--- src/rtl/ntt_pkg.sv ---
// Shared constants and FSM encoding for the N=32 forward NTT butterfly scheduler.
package ntt_pkg;

    localparam int unsigned N       = 32;
    localparam int unsigned LOG_N   = 5;
    localparam int unsigned ADDR_W  = 5;
    localparam int unsigned OUT_W   = 5;
    localparam int unsigned STAGE_W = 3;
    localparam int unsigned K_W     = LOG_N - 1;

    typedef enum logic [1:0] {
        StIdle,
        StIssue,
        StDrain,
        StDone
    } ntt_state_e;

endpackage

--- src/rtl/ntt_addr_gen.sv ---
// Combinational Cooley-Tukey address map: (stage s, butterfly k) -> coefficient pair and psi index.
module ntt_addr_gen
    import ntt_pkg::*;
(
    input  logic [STAGE_W-1:0] s,
    input  logic [K_W-1:0]     k,
    output logic [ADDR_W-1:0]  addr_a,
    output logic [ADDR_W-1:0]  addr_b,
    output logic [ADDR_W-1:0]  psi_addr
);

    logic [ADDR_W-1:0] kk;
    logic [ADDR_W-1:0] t;
    logic [ADDR_W-1:0] m;
    logic [ADDR_W-1:0] i;
    logic [ADDR_W-1:0] j;
    logic [ADDR_W-1:0] a;

    always_comb begin
        kk = {1'b0, k};
        t  = ADDR_W'(N >> (s + STAGE_W'(1)));
        m  = ADDR_W'(1) << s;
        // Group index i selects the twiddle; j is the offset inside the group.
        i  = kk >> (STAGE_W'(LOG_N - 1) - s);
        j  = kk & (t - ADDR_W'(1));
        // 2*i*t == i << (LOG_N - s), since 2*t == N >> s.
        a  = (i << (STAGE_W'(LOG_N) - s)) | j;
        addr_a   = a;
        addr_b   = a + t;
        psi_addr = m + i;
    end

endmodule

--- src/rtl/ntt_bf_scheduler.sv ---
// Butterfly issue scheduler for one forward NTT; drains write-backs between stages.
// Optional stall_cnt performance counter is enabled by defining NTT_PERF_CNT_EN.
module ntt_bf_scheduler
    import ntt_pkg::*;
(
    input  logic               clk,
    input  logic               rst,
    input  logic               start,
    output logic               busy,
    output logic               done,
    output logic               bf_valid,
    input  logic               bf_ready,
    output logic [ADDR_W-1:0]  bf_addr_a,
    output logic [ADDR_W-1:0]  bf_addr_b,
    output logic [ADDR_W-1:0]  psi_addr,
    output logic [2:0]         bf_stage,
    input  logic               bf_wb,
    output logic               err
`ifdef NTT_PERF_CNT_EN
    ,
    output logic [15:0]        stall_cnt
`endif
);

    ntt_state_e         state_q, state_d;
    logic [STAGE_W-1:0] s_q, s_d;
    logic [K_W-1:0]     k_q, k_d;
    logic [OUT_W-1:0]   out_q, out_d;
    logic               err_q, err_d;
    logic               busy_q, done_q, valid_q;
    logic [ADDR_W-1:0]  addr_a_q, addr_b_q, psi_q;
    logic [ADDR_W-1:0]  gen_a, gen_b, gen_psi;
    logic               fire;

    assign fire = valid_q & bf_ready;

    always_comb begin
        state_d = state_q;
        s_d     = s_q;
        k_d     = k_q;
        case (state_q)
            StIdle: begin
                if (start) begin
                    state_d = StIssue;
                    s_d     = '0;
                    k_d     = '0;
                end
            end
            StIssue: begin
                if (fire) begin
                    if (k_q == K_W'(N / 2 - 1)) begin
                        k_d     = '0;
                        state_d = StDrain;
                    end else begin
                        k_d = k_q + K_W'(1);
                    end
                end
            end
            StDrain: begin
                // Next stage reads what this stage wrote, so wait for every write-back.
                if (out_q == '0) begin
                    if (s_q == STAGE_W'(LOG_N - 1)) begin
                        state_d = StDone;
                    end else begin
                        s_d     = s_q + STAGE_W'(1);
                        state_d = StIssue;
                    end
                end
            end
            StDone: begin
                state_d = StIdle;
                s_d     = '0;
            end
            default: begin
                state_d = StIdle;
            end
        endcase
    end

    always_comb begin
        out_d = out_q;
        err_d = err_q;
        case ({fire, bf_wb})
            2'b10: out_d = out_q + OUT_W'(1);
            2'b01: begin
                if (out_q != '0) begin
                    out_d = out_q - OUT_W'(1);
                end else begin
                    err_d = 1'b1;
                end
            end
            default: out_d = out_q;
        endcase
    end

    // Addresses are generated from next-state counters so the request registers line up with s/k.
    ntt_addr_gen u_addr_gen (
        .s        (s_d),
        .k        (k_d),
        .addr_a   (gen_a),
        .addr_b   (gen_b),
        .psi_addr (gen_psi)
    );

    always_ff @(posedge clk) begin
        if (rst) begin
            state_q  <= StIdle;
            s_q      <= '0;
            k_q      <= '0;
            out_q    <= '0;
            err_q    <= 1'b0;
            busy_q   <= 1'b0;
            done_q   <= 1'b0;
            valid_q  <= 1'b0;
            addr_a_q <= '0;
            addr_b_q <= '0;
            psi_q    <= '0;
        end else begin
            state_q <= state_d;
            s_q     <= s_d;
            k_q     <= k_d;
            out_q   <= out_d;
            err_q   <= err_d;
            busy_q  <= (state_d == StIssue) || (state_d == StDrain);
            done_q  <= (state_d == StDone);
            valid_q <= (state_d == StIssue);
            if (state_d == StIssue) begin
                addr_a_q <= gen_a;
                addr_b_q <= gen_b;
                psi_q    <= gen_psi;
            end else if (state_d == StIdle) begin
                addr_a_q <= '0;
                addr_b_q <= '0;
                psi_q    <= '0;
            end
        end
    end

`ifdef NTT_PERF_CNT_EN
    logic [15:0] stall_q, stall_d;

    always_comb begin
        stall_d = stall_q;
        if ((state_q == StIdle) && start) begin
            stall_d = '0;
        end else if (valid_q && !bf_ready && (stall_q != 16'hFFFF)) begin
            stall_d = stall_q + 16'd1;
        end
    end

    always_ff @(posedge clk) begin
        if (rst) begin
            stall_q <= '0;
        end else begin
            stall_q <= stall_d;
        end
    end

    assign stall_cnt = stall_q;
`endif

    assign busy      = busy_q;
    assign done      = done_q;
    assign bf_valid  = valid_q;
    assign bf_addr_a = addr_a_q;
    assign bf_addr_b = addr_b_q;
    assign psi_addr  = psi_q;
    assign bf_stage  = s_q;
    assign err       = err_q;

endmodule

--- config.mk ---
export PLATFORM = sky130hd
export DESIGN_NAME = ntt_bf_scheduler
export DESIGN_NICKNAME = d
export VERILOG_FILES = /design/src/rtl/ntt_pkg.sv /design/src/rtl/ntt_addr_gen.sv /design/src/rtl/ntt_bf_scheduler.sv
export SDC_FILE = /design/constraint.sdc
export NUM_CORES = 1
export LEC_CHECK = 0
export ABC_AREA = 1
export CAP_MARGIN = 10
export CORE_MARGIN = 4
export CORE_UTILIZATION = 39
export CTS_CLUSTER_DIAMETER = 50
export DETAILED_ROUTE_END_ITERATION = 12
export RECOVER_POWER = 100
export SLEW_MARGIN = 20
export SYNTH_ARGS = -nofsm -noshare
export SYNTH_HDL_FRONTEND = slang
export SYNTH_SLANG_ARGS = --single-unit
export TNS_END_PERCENT = 10
--- constraint.sdc ---
create_clock -name clk -period 6.8 [get_ports clk]
set_input_delay 0.68 -clock clk [delete_from_list [all_inputs] [get_ports clk]]
set_output_delay 0.68 -clock clk [all_outputs]
set_load 0.1 [all_outputs]
==> results of run 1 <==
power by group through the flow:
| stage | registers, mW | logic [mW] | clock network, mW |
|---|---|---|---|
| detailed placement | 0.222 | 0.122 | 0 |
| floorplan | 0.247 | 0.0663 | 0 |
| finish | 0.217 | 0.119 | 0.192 |
| global route | 0.219 | 0.131 | 0.207 |
| CTS | 0.217 | 0.122 | 0.197 |
| global placement | 0.221 | 0.120 | 0 |
logic make-up (layout without fill, tap and decap cells):
family,Yosys count,after routing,share of synthesized area (%)
adder cells (fa/ha/maj),28,28,16.1
flip-flops,33,33,28.6
AO/OA/AOI/OAI,50,50,13.4
buffers and inverters,60,92,9.79
AND/OR/NAND/NOR,138,138,28.7
XOR/XNOR,9,9,3.41
cells in the mapped netlist:
master / instances
xor2_1: 4
a22o_1: 4
nand3_1: 21
a21oi_4: 1
o21bai_1: 1
o21ai_0: 17
nand2_4: 1
a31oi_1: 1
xnor2_1: 5
nor2_1: 25
nand3_4: 1
inv_2: 9
nand2_1: 65
clkbuf_1: 1
o21ai_1: 3
o211ai_1: 1
dfxtp_1: 33
nand3_2: 5
o21ai_2: 4
ha_1: 25
buf_2: 1
or3_1: 1
nor2_2: 5
nand2_2: 10
or2_2: 1
fa_1: 3
a21oi_1: 17
nor3_1: 1
o21ai_4: 1
nand2_8: 1
nor2_4: 1
inv_1: 48
clkinv_1: 1
registers in the layout, indices dropped and copies added (netlist names), 2 cells and up:
signal     count
bf_addr_a      5
bf_addr_b      5
out_q          5
psi_addr       5
k_q            4
bf_stage       3
state_q        2
path summary, 6_finish.rpt:
check / endpoint / slack (ns)
max: bf_addr_b[4] / 1.92
min: bf_addr_a[4] / 0.45
max reg2reg: bf_addr_b[4] / 2.50
min reg2reg: bf_addr_a[4] / 0.45
routing by layer:
metal | vias to the layer above | wire, um | global-route usage [%]
met4 | 0 | 91 | 5.32
li1 | 1069 | - | -
met1 | 893 | 2590 | 20.6
met5 | - | 0 | 0
met3 | 10 | 230 | 3.11
met2 | 38 | 2190 | 23.4
cell type report:
type / instances / area [um2]
clock buffers: 7 / 86.3
flip-flops and latches: 33 / 661
fillers: 565 / 2930
inverters: 58 / 218
multi-input cells: 225 / 1360
well taps: 72 / 90.1
repair buffers: 26 / 260
clock inverters: 1 / 30.0
cell usage in the layout, fill, tap and decap left out:
cell type / instances
inv_1: 49
a31oi_1: 1
o21ai_1: 1
bufinv_16: 1
nand2_4: 1
o211ai_1: 1
dfxtp_1: 33
xor2_1: 4
ha_1: 25
a21oi_4: 1
or3_1: 1
o21ai_0: 22
nand3_4: 1
xnor2_1: 5
clkdlybuf4s50_1: 1
inv_2: 8
a21oi_1: 17
dlygate4sd3_1: 25
nand3_1: 24
nand3_2: 2
nor2_4: 1
fa_1: 3
o21bai_1: 1
a22o_1: 4
nor2_1: 28
clkbuf_1: 1
o21ai_2: 2
nor2_2: 2
nand2_1: 68
clkinv_1: 1
nand2_2: 8
or2_2: 1
nor3_1: 1
clkbuf_8: 6
worst max-delay path, cell delays in order:
cell	delay [ns]
dlygate4sd3_1	0.57
inv_1	0.06
o21ai_0	0.44
nand3_4	0.14
nand2_1	0.39
inv_1	0.25
ha_1	0.26
ha_1	0.33
nor2_1	0.29
inv_1	0.08
ha_1	0.29
o21ai_0	0.39
fa_1	0.31
nand3_1	0.09
nand2_1	0.08
xor2_1	0.19
inv_1	0.06
nand3_1	0.08
nand3_1	0.07
nand2_1	0.06
per-stage QoR:
stage          util [%]  instance area [um2]
6_report           48.0                 2710
5_1_grt            48.0                 2710
4_1_cts            49.1                 2770
3_5_place_dp       47.0                 2650
3_3_place_gp       47.0                 2650
2_1_floorplan         -                 2310
==> results.cfg, run 1 <==
[synthesis]
syn_area_per_cell_um2 = 7.27
ys_seq_area_share_pct = 28.6
ys_top_cells_by_area = dfxtp_1 (29%), ha_1 (14%), nand2_1 (11%)
syn_nets = 351
netlist_area_um2 = 2310
ys_types = 33
yosysWarnings = 0
synth_area_leader_cell = dfxtp_1
ys_ff_latch = 33
yosysTopAreaCellShare_pct = 28.6
synth_cells = 318

[floorplan]
row_count = 27
core_area_um2 = 5640
fp.dieW_um = 85
die_y_um = 85
initial_core_util_pct = 41.0
dieArea_um2 = 7230
io_pins = 27

[cts]
clock_path_buffers = 2
htreeDepth = 2
cts_resized = 0
path_clk_slew_ns = 0.07
cts_tree = built
cts_buffers = 5
cts_sinks = 33
clockRootBuffer = clkbuf_8
ctsHoldBuffers = 0
postCtsSetupBuffers = 0
clkLatencyLatePin_ns = 0.28

[final_layout]
diodes = 0
drive_gt1_share_pct = 9.71
areaGrowthSynthToFinish_pct = 17.1
nets = 382
fin_cells = 422

[global_route]
grt_pass1_wl_um = 8960
grt_pass1_vias = 2009
antenna_found_initial = 0
grt_start_max_net_pins = 17
gr-total-overflow = 0
track_usage_pct = 15.1

[sta]
slew_headroom_pct = 34.6
finalHoldViolations = 0
tightest_slew_ns = 0.978
finalCritPeriodShare_pct = 71.7
max_freq_ghz = 0.205
clock_skew_ns = 0.00451
timing.final.ws_setup_ns = 1.92
setup-violations-final = 0
worst_hold_slack_ns = 0.452
rsz0062_at_grt = false
period_minus_slack_ns = 4.88
slew_violations = 0
finalSetupTns_ns = 0

[worst_hold_path]
min_from = bf_addr_a[4]
hold_path.class = flop to flop
whs_path_depth = 2

[critical_path]
rr_worst_depth = 22
crit_arrival_ns = 5.11
timing.rr.start = bf_stage[0]
cp.required_ns = 7.03
cp-start-kind = input pin
critPathMaxFanout = 12
crit_path_start = start
end_kind = flop
crit_type = input pin to flop

[routing]
drcViolationCount = 0
ant_nets = 0
viasPerCell = 4.76
drt_iter0_drc = 78
avgRoutedWirePerCell_um = 12.1
wl_um = 5100
num_vias = 2010
dr.pass1.iters = 4

[place]
dpl.cell_count = 414
place.gp.congestion = 0.885
pre_cts_ws_ns = 2.54
io_buffers = 26
dpl.hpwl_um = 4070

[power]
sw_frac_of_total_pct = 31.8
pwr-share-seq_pct = 41.0
clkPwrFrac_pct = 36.4
p_per_area_nw_per_um2 = 195
power_mw = 0.528
peakVddDrop_mv = 0.106
power_frac_comb_pct = 22.6
internal_power_mw = 0.360
switching_power_mw = 0.168
total_leakage_power_nw = 1.34

[status]
status = finished, final reports clean

[flow_run]
maxCapViolCount = 0
Power figures use the tool's default switching activity.
==> run 2: changes to the inputs <==
Clock period 6.8 ns to 4.4 ns, I/O delays scaled along.
==> run 2 against run 1 <==
Against the previous run: count of clock-buffer cells in the layout decreased by 1; clock power increased by 16%; register-to-register slack got worse by 2.0 ns; critical path type is now flop to flop; largest cell class unchanged.
==> results.cfg, run 2 (synthesis results as in run 1) <==
[sta]
period_minus_slack_ns = 3.89
tightest_slew_ns = 0.979
max_freq_ghz = 0.257
finalCritPeriodShare_pct = 88.3
finalHoldViolations = 0
slew_headroom_pct = 34.5
slew_violations = 0
timing.final.ws_setup_ns = 0.514
rsz0062_at_grt = false
setup-violations-final = 0
finalSetupTns_ns = 0
clock_skew_ns = 0.00646

[routing]
num_vias = 2001
drt_iter0_drc = 108
drcViolationCount = 0
wl_um = 5200
avgRoutedWirePerCell_um = 12.3
ant_nets = 0
viasPerCell = 4.74
dr.pass1.iters = 4

[critical_path]
cp-start-kind = flop
cp_top_family = simple AND/OR/NAND/NOR gates
path_buf_inv = 3
crit_path_max_incr_delay_ns = 0.38
end_kind = flop
crit_arrival_ns = 4.12
critPathMaxFanout = 6
crit_path_frequent_cell = nand2_1
slowest_stage = ha_1
cp_cell_sequence = nor2_1 > nand2_1 > nor2_1 > a21oi_1 > or3_1 > nand2_1 > inv_1 > ha_1 > nor2_1 > inv_1 > ha_1 > xnor2_1 > nand2_1 > nand3_2 > ha_1 > nand3_1 > nand2_1 > xor2_1 > inv_1 > nand3_1 > nand3_1 > nand2_1
cp.required_ns = 4.63
crit_type = flop to flop

[cts]
clockRootBuffer = clkbuf_8
htreeDepth = 2
cts_buffers = 5
cts_tree = built
postCtsSetupBuffers = 0
clock_path_buffers = 2
path_clk_slew_ns = 0.07
cts_sinks = 33
cts_resized = 0
ctsHoldBuffers = 0
clkLatencyLatePin_ns = 0.29

[global_route]
grt_start_max_net_pins = 17
grt_pass1_wl_um = 9110
antenna_found_initial = 0
gr-total-overflow = 0
track_usage_pct = 15.4
grt_pass1_vias = 1991

[final_layout]
drive_gt1_share_pct = 10.9
diodes = 0
nets = 382
fin_cells = 422
utilization_pct = 48.0
layout_commonest_cell = nand2_1
areaGrowthSynthToFinish_pct = 17.2
layout_common_cells = nand2_1 (67), inv_1 (48), dfxtp_1 (33), nor2_1 (30), ha_1 (25)

[flow_run]
maxCapViolCount = 0

[status]
status = finished, final reports clean

[floorplan]
dieArea_um2 = 7230
die_y_um = 85
row_count = 27
initial_core_util_pct = 41.0
fp.dieW_um = 85
core_area_um2 = 5640
io_pins = 27

[power]
p_per_area_nw_per_um2 = 275
internal_power_mw = 0.482
power_frac_comb_pct = 24.8
switching_power_mw = 0.262
clkPwrFrac_pct = 30.0
sw_frac_of_total_pct = 35.2
peakVddDrop_mv = 0.143
total_leakage_power_nw = 1.35
pwr-share-seq_pct = 45.2

[worst_hold_path]
hold_path.class = flop to flop

[place]
io_buffers = 26
place.gp.congestion = 0.885
dpl.cell_count = 414
pre_cts_ws_ns = 0.388
dpl.hpwl_um = 4090
run 2: worst min-delay path, cell delays in order (launching register included):
cell and delay (ns):
dfxtp_1 0.32, nand2_1 0.05, o21ai_0 0.05
run 2: metrics by stage:
| stage | hold slack [ns] | cell area [um2] | power [mW] |
|---|---|---|---|
| final | 0.450 | 2710 | 0.744 |
| after global routing | 0.472 | 2710 | 0.786 |
| after CTS | 0.456 | 2740 | 0.757 |
| after detailed placement | 0.440 | 2650 | 0.532 |
| after global placement | 0.436 | 2650 | 0.527 |
| after floorplan | 0.423 | 2310 | 0.485 |
run 2: area by class of cell:
| type | count | area, um2 |
|---|---|---|
| clock inverters | 2 | 10.0 |
| well taps | 72 | 90.1 |
| repair buffers | 26 | 260 |
| clock buffers | 6 | 72.6 |
| flip-flops and latches | 33 | 661 |
| inverters | 58 | 218 |
| fillers | 559 | 2930 |
| multi-input cells | 225 | 1400 |
run 2: worst paths after layout:
kind              slack (ns)      endpoint         from  cells past startpoint
setup reg to reg        0.51  bf_addr_b[4]     out_q[3]                     22
hold reg to reg         0.45   psi_addr[3]  psi_addr[3]                      2
setup / recovery        0.51  bf_addr_b[4]     out_q[3]                     22
hold / removal          0.45   psi_addr[3]  psi_addr[3]                      2
run 2: layer usage:
| metal | global-route usage [%] | up-vias | routed length, um | part of all wire (%) |
|---|---|---|---|---|
| met1 | 21.0 | 894 | 2730 | 52 |
| met2 | 24.0 | 37 | 2200 | 42 |
| li1 | - | 1064 | - | - |
| met5 | 0 | - | 0 | 0 |
| met4 | 5.04 | 0 | 67 | 1.3 |
| met3 | 3.30 | 6 | 200 | 3.8 |
run 2: power by group through the flow:
stage               sequential (mW)  combinational, mW  clock [mW]
floorplan                     0.382              0.102           0
global route                  0.339              0.203       0.244
detailed placement            0.342              0.190           0
finish                        0.336              0.185       0.223
CTS                           0.336              0.191       0.230
global placement              0.342              0.185           0
==> run 3: changes to the inputs <==
Settings changed: CORE_MARGIN 4 to default.
==> run 3 against run 2 <==
Against the previous run: sequential cell count did not move; total power fell by 0.31%; register-to-register slack barely moved; non-clock buffer count did not move; critical path type unchanged; largest cell class unchanged; largest power group unchanged.
==> results.cfg, run 3 (synthesis results as in run 1) <==
[status]
status = finished, final reports clean

[critical_path]
crit_type = flop to flop
r2r_end = bf_addr_b[4]
cp-start-kind = flop
crit_arrival_ns = 4.11
cp.required_ns = 4.63
timing.rr.start = out_q[3]
r2r_setup_slack_ns = 0.53
end_kind = flop
rr_worst_depth = 22
critPathMaxFanout = 6

[global_route]
grt_start_max_net_pins = 17
grt_pass1_wl_um = 8600
antenna_found_initial = 0
grt_pass1_vias = 1860
track_usage_pct = 17.8
gr-total-overflow = 0

[flow_run]
maxCapViolCount = 0

[final_layout]
diodes = 0
drive_gt1_share_pct = 10.6
layout_common_cells = nand2_1 (68), inv_1 (48), dfxtp_1 (33), nor2_1 (29), ha_1 (25)
fillers = 579
nets = 382
layout_commonest_cell = nand2_1
areaGrowthSynthToFinish_pct = 17.0
utilization_pct = 48.2

[sta]
finalSetupTns_ns = 0
rsz0062_at_grt = false
clock_skew_ns = 0.00490
period_minus_slack_ns = 3.87
finalCritPeriodShare_pct = 88.0
slew_headroom_pct = 34.8
setup-violations-final = 0
tightest_slew_ns = 0.974
max_freq_ghz = 0.258
worst_hold_slack_ns = 0.450
finalHoldViolations = 0
slew_violations = 0

[floorplan]
dieArea_um2 = 6240
core_area_um2 = 5610
fp.dieW_um = 79
die_y_um = 79
io_pins = 27
row_count = 27
initial_core_util_pct = 41.2

[power]
peakVddDrop_mv = 0.113
p_per_area_nw_per_um2 = 274
total_leakage_power_nw = 1.34

[place]
dpl.hpwl_um = 4010
place.gp.congestion = 0.922
io_buffers = 26

[routing]
ant_nets = 0
drcViolationCount = 0
dr.pass1.iters = 4
drt_iter0_drc = 84
num_vias = 2001
avgRoutedWirePerCell_um = 11.9
viasPerCell = 4.74
wl_um = 5020

[worst_hold_path]
min_delay_worst_endpoint = bf_addr_a[1]
whs_path_depth = 2
hold_path.class = flop to flop
min_from = bf_addr_a[1]

[cts]
cts_sinks = 33
cts_resized = 0
ctsHoldBuffers = 0
postCtsSetupBuffers = 0
clock_path_buffers = 2
path_clk_slew_ns = 0.07
cts_tree = built
cts_buffers = 5
clkLatencyLatePin_ns = 0.28
clockRootBuffer = clkbuf_8
htreeDepth = 2
-- run 3: how the worst max path moves through the flow --
stage,from,to,cells past startpoint
detailed placement,start,bf_addr_b[4],22
finish,out_q[3],bf_addr_b[4],22
floorplan,bf_stage[0],bf_addr_b[4],22
global placement,start,bf_addr_b[4],22
global route,out_q[3],bf_addr_b[4],22
CTS,bf_stage[0],bf_addr_b[4],24
-- run 3: metal layers --
metal | routed length [um] | track usage [%]
met1 | 2690 | 24.1
met2 | 2130 | 27.9
met3 | 149 | 3.56
met4 | 53 | 6.00
met5 | 0 | 0
-- run 3: report_power, final --
| part | internal [mW] | switching (mW) | leakage [nW] |
|---|---|---|---|
| clock | 0.109 | 0.117 | 0.0439 |
| sequential | 0.319 | 0.0160 | 0.269 |
| combinational | 0.0530 | 0.127 | 1.03 |
-- run 3: area by class of cell --
class	count	area (um2)	share of cell area (%)
clock buffer	5	68.8	2.54
clock inverter	3	17.5	0.648
inverter	58	218	8.05
multi-input combinational	225	1390	51.4
sequential	33	661	24.4
tap	72	90.1	3.33
timing repair buffer	26	260	9.62
-- run 3: through the flow --
stage	worst slack (ns)	instances	power (mW)	instance area, um2
after floorplan	0.142	318	0.485	2310
after global placement	0.391	414	0.528	2650
after detailed placement	0.365	414	0.531	2650
after CTS	0.629	422	0.760	2740
after global routing	0.178	422	0.793	2710
final	0.528	422	0.742	2710
-- run 3: worst max-delay path, stage by stage (launching register included) --
cell     delay (ns)
dfxtp_1        0.33
nor2_1         0.17
nand2_1        0.07
nor2_1         0.26
a21oi_1        0.10
or3_1          0.33
nand2_1        0.18
inv_1          0.15
ha_1           0.38
nor2_1         0.25
inv_1          0.07
ha_1           0.22
xnor2_1        0.13
nand2_1        0.07
nand3_1        0.11
ha_1           0.37
nand3_1        0.08
nand2_1        0.08
xor2_1         0.19
inv_1          0.06
nand3_1        0.08
nand3_1        0.08
nand2_1        0.06
